<file path="config.mk">
export PLATFORM = sky130hd
export DESIGN_NAME = fdiv_newton_core
export DESIGN_NICKNAME = d
export VERILOG_FILES = /design/src/rtl/fdiv_newton_core.sv
export SDC_FILE = /design/constraint.sdc
export NUM_CORES = 2
export LEC_CHECK = 0
export BUFFER_PORTS_ARGS = -buffer_cell sky130_fd_sc_hd__buf_2
export CELL_PAD_IN_SITES_DETAIL_PLACEMENT = 0
export CELL_PAD_IN_SITES_GLOBAL_PLACEMENT = 1
export CORE_MARGIN = 4
export CORE_UTILIZATION = 50
export CTS_CLUSTER_SIZE = 24
export DETAILED_ROUTE_END_ITERATION = 8
export GPL_TIMING_DRIVEN = 0
export PLACE_DENSITY = 0.84
export SYNTH_ARGS = -nofsm -noshare
export SYNTH_HDL_FRONTEND = slang
export SYNTH_SLANG_ARGS = --single-unit
</file>
<file path="constraint.sdc">
create_clock -name clk -period 24.1 [get_ports clk]
set_clock_uncertainty 0.05 [all_clocks]
set_input_delay 2.41 -clock clk [delete_from_list [all_inputs] [get_ports clk]]
set_output_delay 2.41 -clock clk [all_outputs]
set_load 0.005 [all_outputs]
</file>
<file path="src/rtl/fdiv_newton_core.sv">
// Newton-Raphson mantissa divider: a/d via reciprocal iteration X <= X*(2 - D*X),
// time-sharing a single 26x26 multiplier across all steps.

module wallace_26x26_product (
    input  logic [25:0] i_a,
    input  logic [25:0] i_b,
    output logic [51:0] o_p
);

    logic [51:0] w_sum;
    logic [51:0] w_car;
    logic [51:0] w_pp;
    logic [51:0] w_tmp;

    // Carry-save reduction of the partial products, one carry-propagate add at the end
    always_comb begin
        w_sum = 52'd0;
        w_car = 52'd0;
        w_pp  = 52'd0;
        w_tmp = 52'd0;
        for (int i = 0; i < 26; i++) begin
            if (i_b[i]) begin
                w_pp = 52'(i_a) << i;
            end else begin
                w_pp = 52'd0;
            end
            w_tmp = w_sum ^ w_car ^ w_pp;
            w_car = ((w_sum & w_car) | (w_sum & w_pp) | (w_car & w_pp)) << 1;
            w_sum = w_tmp;
        end
        o_p = w_sum + w_car;
    end

endmodule

module fdiv_newton_core #(
    parameter int ITERS = 3
) (
    input  logic        clk,
    input  logic        clrn,
    input  logic        start,
    input  logic [23:0] a,
    input  logic [23:0] d,
    output logic        busy,
    output logic        done,
    output logic        err,
    output logic [51:0] q
);

    typedef enum logic [1:0] {
        IDLE   = 2'd0,
        MUL_DX = 2'd1,
        MUL_XT = 2'd2,
        FINAL  = 2'd3
    } state_t;

    localparam logic [1:0] ITERS_W = 2'(ITERS);

    state_t      r_state;
    state_t      w_state_nxt;
    logic [1:0]  r_cnt;
    logic [1:0]  w_cnt_inc;
    logic [25:0] r_x;
    logic [25:0] r_t;
    logic [25:0] r_d;
    logic [25:0] r_a;
    logic [51:0] r_q;
    logic        r_busy;
    logic        r_done;
    logic        r_err;
    logic [25:0] w_op_a;
    logic [25:0] w_op_b;
    logic [51:0] w_z;

    // Seed reciprocal: floor(4096/(33+2i)) is 1/d at the midpoint of each 1/16 interval
    function automatic logic [7:0] x0_lut(input logic [3:0] idx);
        logic [7:0] v;
        case (idx)
            4'd0:    v = 8'd124;
            4'd1:    v = 8'd117;
            4'd2:    v = 8'd110;
            4'd3:    v = 8'd105;
            4'd4:    v = 8'd99;
            4'd5:    v = 8'd95;
            4'd6:    v = 8'd91;
            4'd7:    v = 8'd87;
            4'd8:    v = 8'd83;
            4'd9:    v = 8'd80;
            4'd10:   v = 8'd77;
            4'd11:   v = 8'd74;
            4'd12:   v = 8'd71;
            4'd13:   v = 8'd69;
            4'd14:   v = 8'd67;
            4'd15:   v = 8'd65;
            default: v = 8'd0;
        endcase
        return v;
    endfunction

    assign w_cnt_inc = r_cnt + 2'd1;

    // Next-state decode
    always_comb begin
        w_state_nxt = r_state;
        case (r_state)
            IDLE: begin
                if (start && d[23]) begin
                    w_state_nxt = MUL_DX;
                end else begin
                    w_state_nxt = IDLE;
                end
            end
            MUL_DX: w_state_nxt = MUL_XT;
            MUL_XT: begin
                if (w_cnt_inc < ITERS_W) begin
                    w_state_nxt = MUL_DX;
                end else begin
                    w_state_nxt = FINAL;
                end
            end
            FINAL:   w_state_nxt = IDLE;
            default: w_state_nxt = IDLE;
        endcase
    end

    // Multiplier operand selection for the shared product
    always_comb begin
        w_op_a = 26'd0;
        w_op_b = 26'd0;
        case (r_state)
            MUL_DX: begin
                w_op_a = r_d;
                w_op_b = r_x;
            end
            MUL_XT: begin
                w_op_a = r_x;
                w_op_b = r_t;
            end
            FINAL: begin
                w_op_a = r_a;
                w_op_b = r_x;
            end
            default: begin
                w_op_a = 26'd0;
                w_op_b = 26'd0;
            end
        endcase
    end

    wallace_26x26_product u_mul (
        .i_a (w_op_a),
        .i_b (w_op_b),
        .o_p (w_z)
    );

    // State register
    always_ff @(posedge clk or negedge clrn) begin
        if (!clrn) begin
            r_state <= IDLE;
        end else begin
            r_state <= w_state_nxt;
        end
    end

    // Datapath and output registers
    always_ff @(posedge clk or negedge clrn) begin
        if (!clrn) begin
            r_cnt  <= 2'd0;
            r_x    <= 26'd0;
            r_t    <= 26'd0;
            r_d    <= 26'd0;
            r_a    <= 26'd0;
            r_q    <= 52'd0;
            r_busy <= 1'b0;
            r_done <= 1'b0;
            r_err  <= 1'b0;
        end else begin
            r_done <= 1'b0;
            r_busy <= (w_state_nxt != IDLE);
            case (r_state)
                IDLE: begin
                    if (start) begin
                        if (d[23]) begin
                            r_d   <= {d, 2'b00};
                            r_a   <= {a, 2'b00};
                            r_x   <= {x0_lut(d[22:19]), 18'd0};
                            r_cnt <= 2'd0;
                            r_err <= 1'b0;
                        end else begin
                            r_q    <= 52'd0;
                            r_err  <= 1'b1;
                            r_done <= 1'b1;
                        end
                    end
                end
                // T = 2 - D*X, taken modulo 2 in 1.25 format
                MUL_DX: r_t <= 26'd0 - w_z[50:25];
                MUL_XT: begin
                    r_x   <= w_z[50:25];
                    r_cnt <= w_cnt_inc;
                end
                FINAL: begin
                    r_q    <= w_z;
                    r_done <= 1'b1;
                end
                default: r_done <= 1'b0;
            endcase
        end
    end

    assign busy = r_busy;
    assign done = r_done;
    assign err  = r_err;
    assign q    = r_q;

endmodule

</file>
==> impl_metrics.json <==
{
  "outcome": "completed",
  "critPathKind": "reg -> reg",
  "swShare": 0.439,
  "track_usage": 0.301,
  "endpoint_kind": "flop",
  "drtIter0Drc": 1535,
  "area_growth_syn_to_layout_pct": 8.22,
  "p_switching_w": 0.000497,
  "syn-mean-instance-area_um2": 10.2,
  "finalWirelength_mm": 76.3,
  "num_rows": 80,
  "die_h_um": 230,
  "die_w_um": 230,
  "r2r_slack_ps": 4570,
  "cts_root_buf": "clkbuf_16",
  "grt_pass1_vias": 20600,
  "grt_max_degree": 98,
  "ios": 106,
  "slew_headroom": 0.0276,
  "start_util": 0.510,
  "synthCells": 2396,
  "yosys_warnings": 0,
  "postCtsSetupBuffers": 0,
  "grt_remaining_overflow": 0,
  "cp-start-kind": "flop",
  "clock-sinks": 159,
  "core_area_um2": 48100,
  "leakage_nw": 6.95,
  "power.density_nw_per_um2": 42.6,
  "ys_types": 67,
  "fin_crit_sh": 0.811,
  "placed_cells": 3160,
  "cts_resized": 0,
  "crit_fanout": 10,
  "cts_buffer_depth": 2,
  "synth-seq-area-share": 0.162,
  "holdCritPathClass": "reg -> reg",
  "fin_nets": 3237,
  "fin_area_um2": 26600,
  "period_minus_slack_ps": 19530,
  "rsz0062_at_grt": "no",
  "worst-path-buf-inv": 9,
  "synth_edf_count": 0,
  "cp_slowest_stage_delay_ps": 710,
  "synthFlopType": "dfrtp_1",
  "vdd_drop_max_mv": 0.0400,
  "grt_first_pass_wirelength_mm": 120,
  "holdBufCountCts": 0,
  "antenna_found_initial": 0,
  "p_int_w": 0.000635,
  "seq_power_share": 0.330,
  "clk_pin_slew_ps": 80,
  "die_area_um2": 52700,
  "layoutNonFillerInstCount": 3193,
  "fin_total_pwr_w": 0.00113,
  "num_vias": 18900,
  "n_antenna_cell": 0,
  "tightest_slew_ps": 1450,
  "cts_made_buffers": 17,
  "min_delay_worst_endpoint": "r_cnt[1]",
  "critPathSlowestCell": "nor4_1",
  "comb_power_share": 0.418,
  "cts.htree.levels": 4,
  "numPortBuffers": 104,
  "gp_congestion": 1.00,
  "drv_cap": 0,
  "hold_slack_ps": 425,
  "ant_nets": 0,
  "critical-path-top-delay-family": "adder cells",
  "rr_endpoint": "r_t[21]",
  "placed_area_um2": 26000,
  "ys_ff_latch": 159,
  "wl_per_cell_um": 23.9,
  "r2r_start": "r_state[0]",
  "crit_required_ps": 24390,
  "dp_hpwl_mm": 63.7,
  "n_fill_cell": 4322,
  "whs_path_depth": 2,
  "clockPowerShare": 0.251,
  "dr.pass1.iters": 7,
  "crit_arrival_ps": 19830,
  "synth_fp_nets": 3109,
  "clk_latency_ps": 460,
  "max_freq_mhz": 51.2,
  "min_from": "r_cnt[1]",
  "syn_area_um2": 24600,
  "drc": 0,
  "drive_gt1_frac": 0.0863,
  "setup_viol": 0,
  "async_flop_share": 1.00,
  "avgViaCountPerCell": 5.91,
  "slew_viol_final": 0,
  "tns_ps": 0,
  "cts_tree": "done",
  "path_common_cell": "fa_1",
  "hold_viol": 0,
  "reg2regPathDepth": 48
}
[cell families after synthesis]
| logic type | synth area share |
|---|---|
| xor gates and xnor gates | 0.0114 |
| muxes | 0.0310 |
| AOI/OAI and AO/OA | 0.0739 |
| buffers and inverters | 0.0470 |
| and+or+nand+nor | 0.154 |
| DFF | 0.162 |
| adders and majority gates | 0.521 |
[per-stage QoR]
stage	util	setup slack (ps)
6_report	0.552	4570
5_1_grt	0.552	3680
4_1_cts	0.552	4760
3_5_place_dp	0.539	4850
3_3_place_gp	0.538	4920
2_1_floorplan	-	7180
[synthesized netlist by cell type (3+ instances only)]
master / instances / share of area
nand3_1: 14 / 0.0029
and3_1: 3 / 0.00076
nand3b_1: 5 / 0.0015
nand2_1: 715 / 0.11
mux2i_1: 4 / 0.0016
a211oi_1: 11 / 0.0034
a21o_1: 9 / 0.0028
fa_1: 601 / 0.49
buf_2: 4 / 0.00082
nor4_1: 4 / 0.0010
nor3_1: 59 / 0.012
xor2_1: 8 / 0.0029
nor2b_1: 8 / 0.0020
nor4b_1: 3 / 0.0011
o21a_1: 3 / 0.00092
a21oi_1: 41 / 0.0084
a222oi_1: 25 / 0.010
a221o_1: 3 / 0.0012
mux2_2: 64 / 0.029
clkbuf_1: 182 / 0.028
o311ai_0: 3 / 0.0011
inv_1: 114 / 0.017
and2_1: 15 / 0.0038
and4_1: 4 / 0.0014
or3_1: 7 / 0.0018
a22oi_1: 3 / 0.00092
nand2b_1: 5 / 0.0013
dfrtp_1: 159 / 0.16
o31ai_1: 7 / 0.0021
o21ai_0: 62 / 0.013
ha_1: 61 / 0.031
nor2_1: 63 / 0.0096
xnor2_1: 24 / 0.0086
a22o_1: 54 / 0.019
o211ai_1: 7 / 0.0021
[power by group through the flow]
stage / Combinational, W / Clock, W / Sequential, W
2_1_floorplan: 0.000306 / 0 / 0.000353
3_3_place_gp: 0.000451 / 0 / 0.000372
3_5_place_dp: 0.000463 / 0 / 0.000374
4_1_cts: 0.000465 / 0.000289 / 0.000370
5_1_grt: 0.000512 / 0.000298 / 0.000376
6_report: 0.000474 / 0.000285 / 0.000374
[cell type report]
cell class | count | area [um^2] | area share
Buffer | 190 | 727 | 0.0274
Clock buffer | 17 | 425 | 0.0160
Clock inverter | 15 | 185 | 0.00697
Inverter | 114 | 428 | 0.0161
Multi-Input combinational cell | 1933 | 19400 | 0.731
Sequential cell | 159 | 3980 | 0.150
Tap cell | 656 | 821 | 0.0309
Timing Repair Buffer | 109 | 587 | 0.0221
[per-layer routing]
layer | wire [um] | GRT usage
met1 | 31300 | 0.410
met2 | 35300 | 0.469
met3 | 6030 | 0.0680
met4 | 3740 | 0.131
met5 | 0 | 0
[sequential cells by signal, summed over array words and instances (netlist names)]
register and flops:
r_a 24, err 1, r_d 24, q 52, done 1, r_x 26
r_cnt 2, r_state 2, busy 1, r_t 26
[worst min-delay path, stage by stage, from the launching register on]
cell and delay [ps]:
dfrtp_1 350, nand2_1 50, nand2_1 50
[cell usage in the layout, fill, tap and decap left out, types with 17 or more instances in the layout]
cell type  instances
a21oi_1           41
clkbuf_16         17
xnor2_1           24
buf_2            109
fa_1             601
nor3_1            59
a222oi_1          25
dfrtp_1          159
o21ai_0           62
mux2_2            64
a22o_1            54
nor2_1            63
inv_1            114
ha_1              61
nand2_1          715
clkbuf_1         182
[worst max path at each step]
stage | start | end | slack [ps] | cells after the start
final | r_state[0] | r_t[21] | 4570 | 48
after global routing | r_state[0] | r_t[25] | 3680 | 48
after CTS | r_state[0] | r_t[21] | 4760 | 48
after detailed placement | r_state[0] | r_t[21] | 4850 | 48
after global placement | r_state[0] | r_t[23] | 4920 | 46
after floorplan | r_state[0] | r_t[24] | 7180 | 49
(Power assumes the default switching activity.)
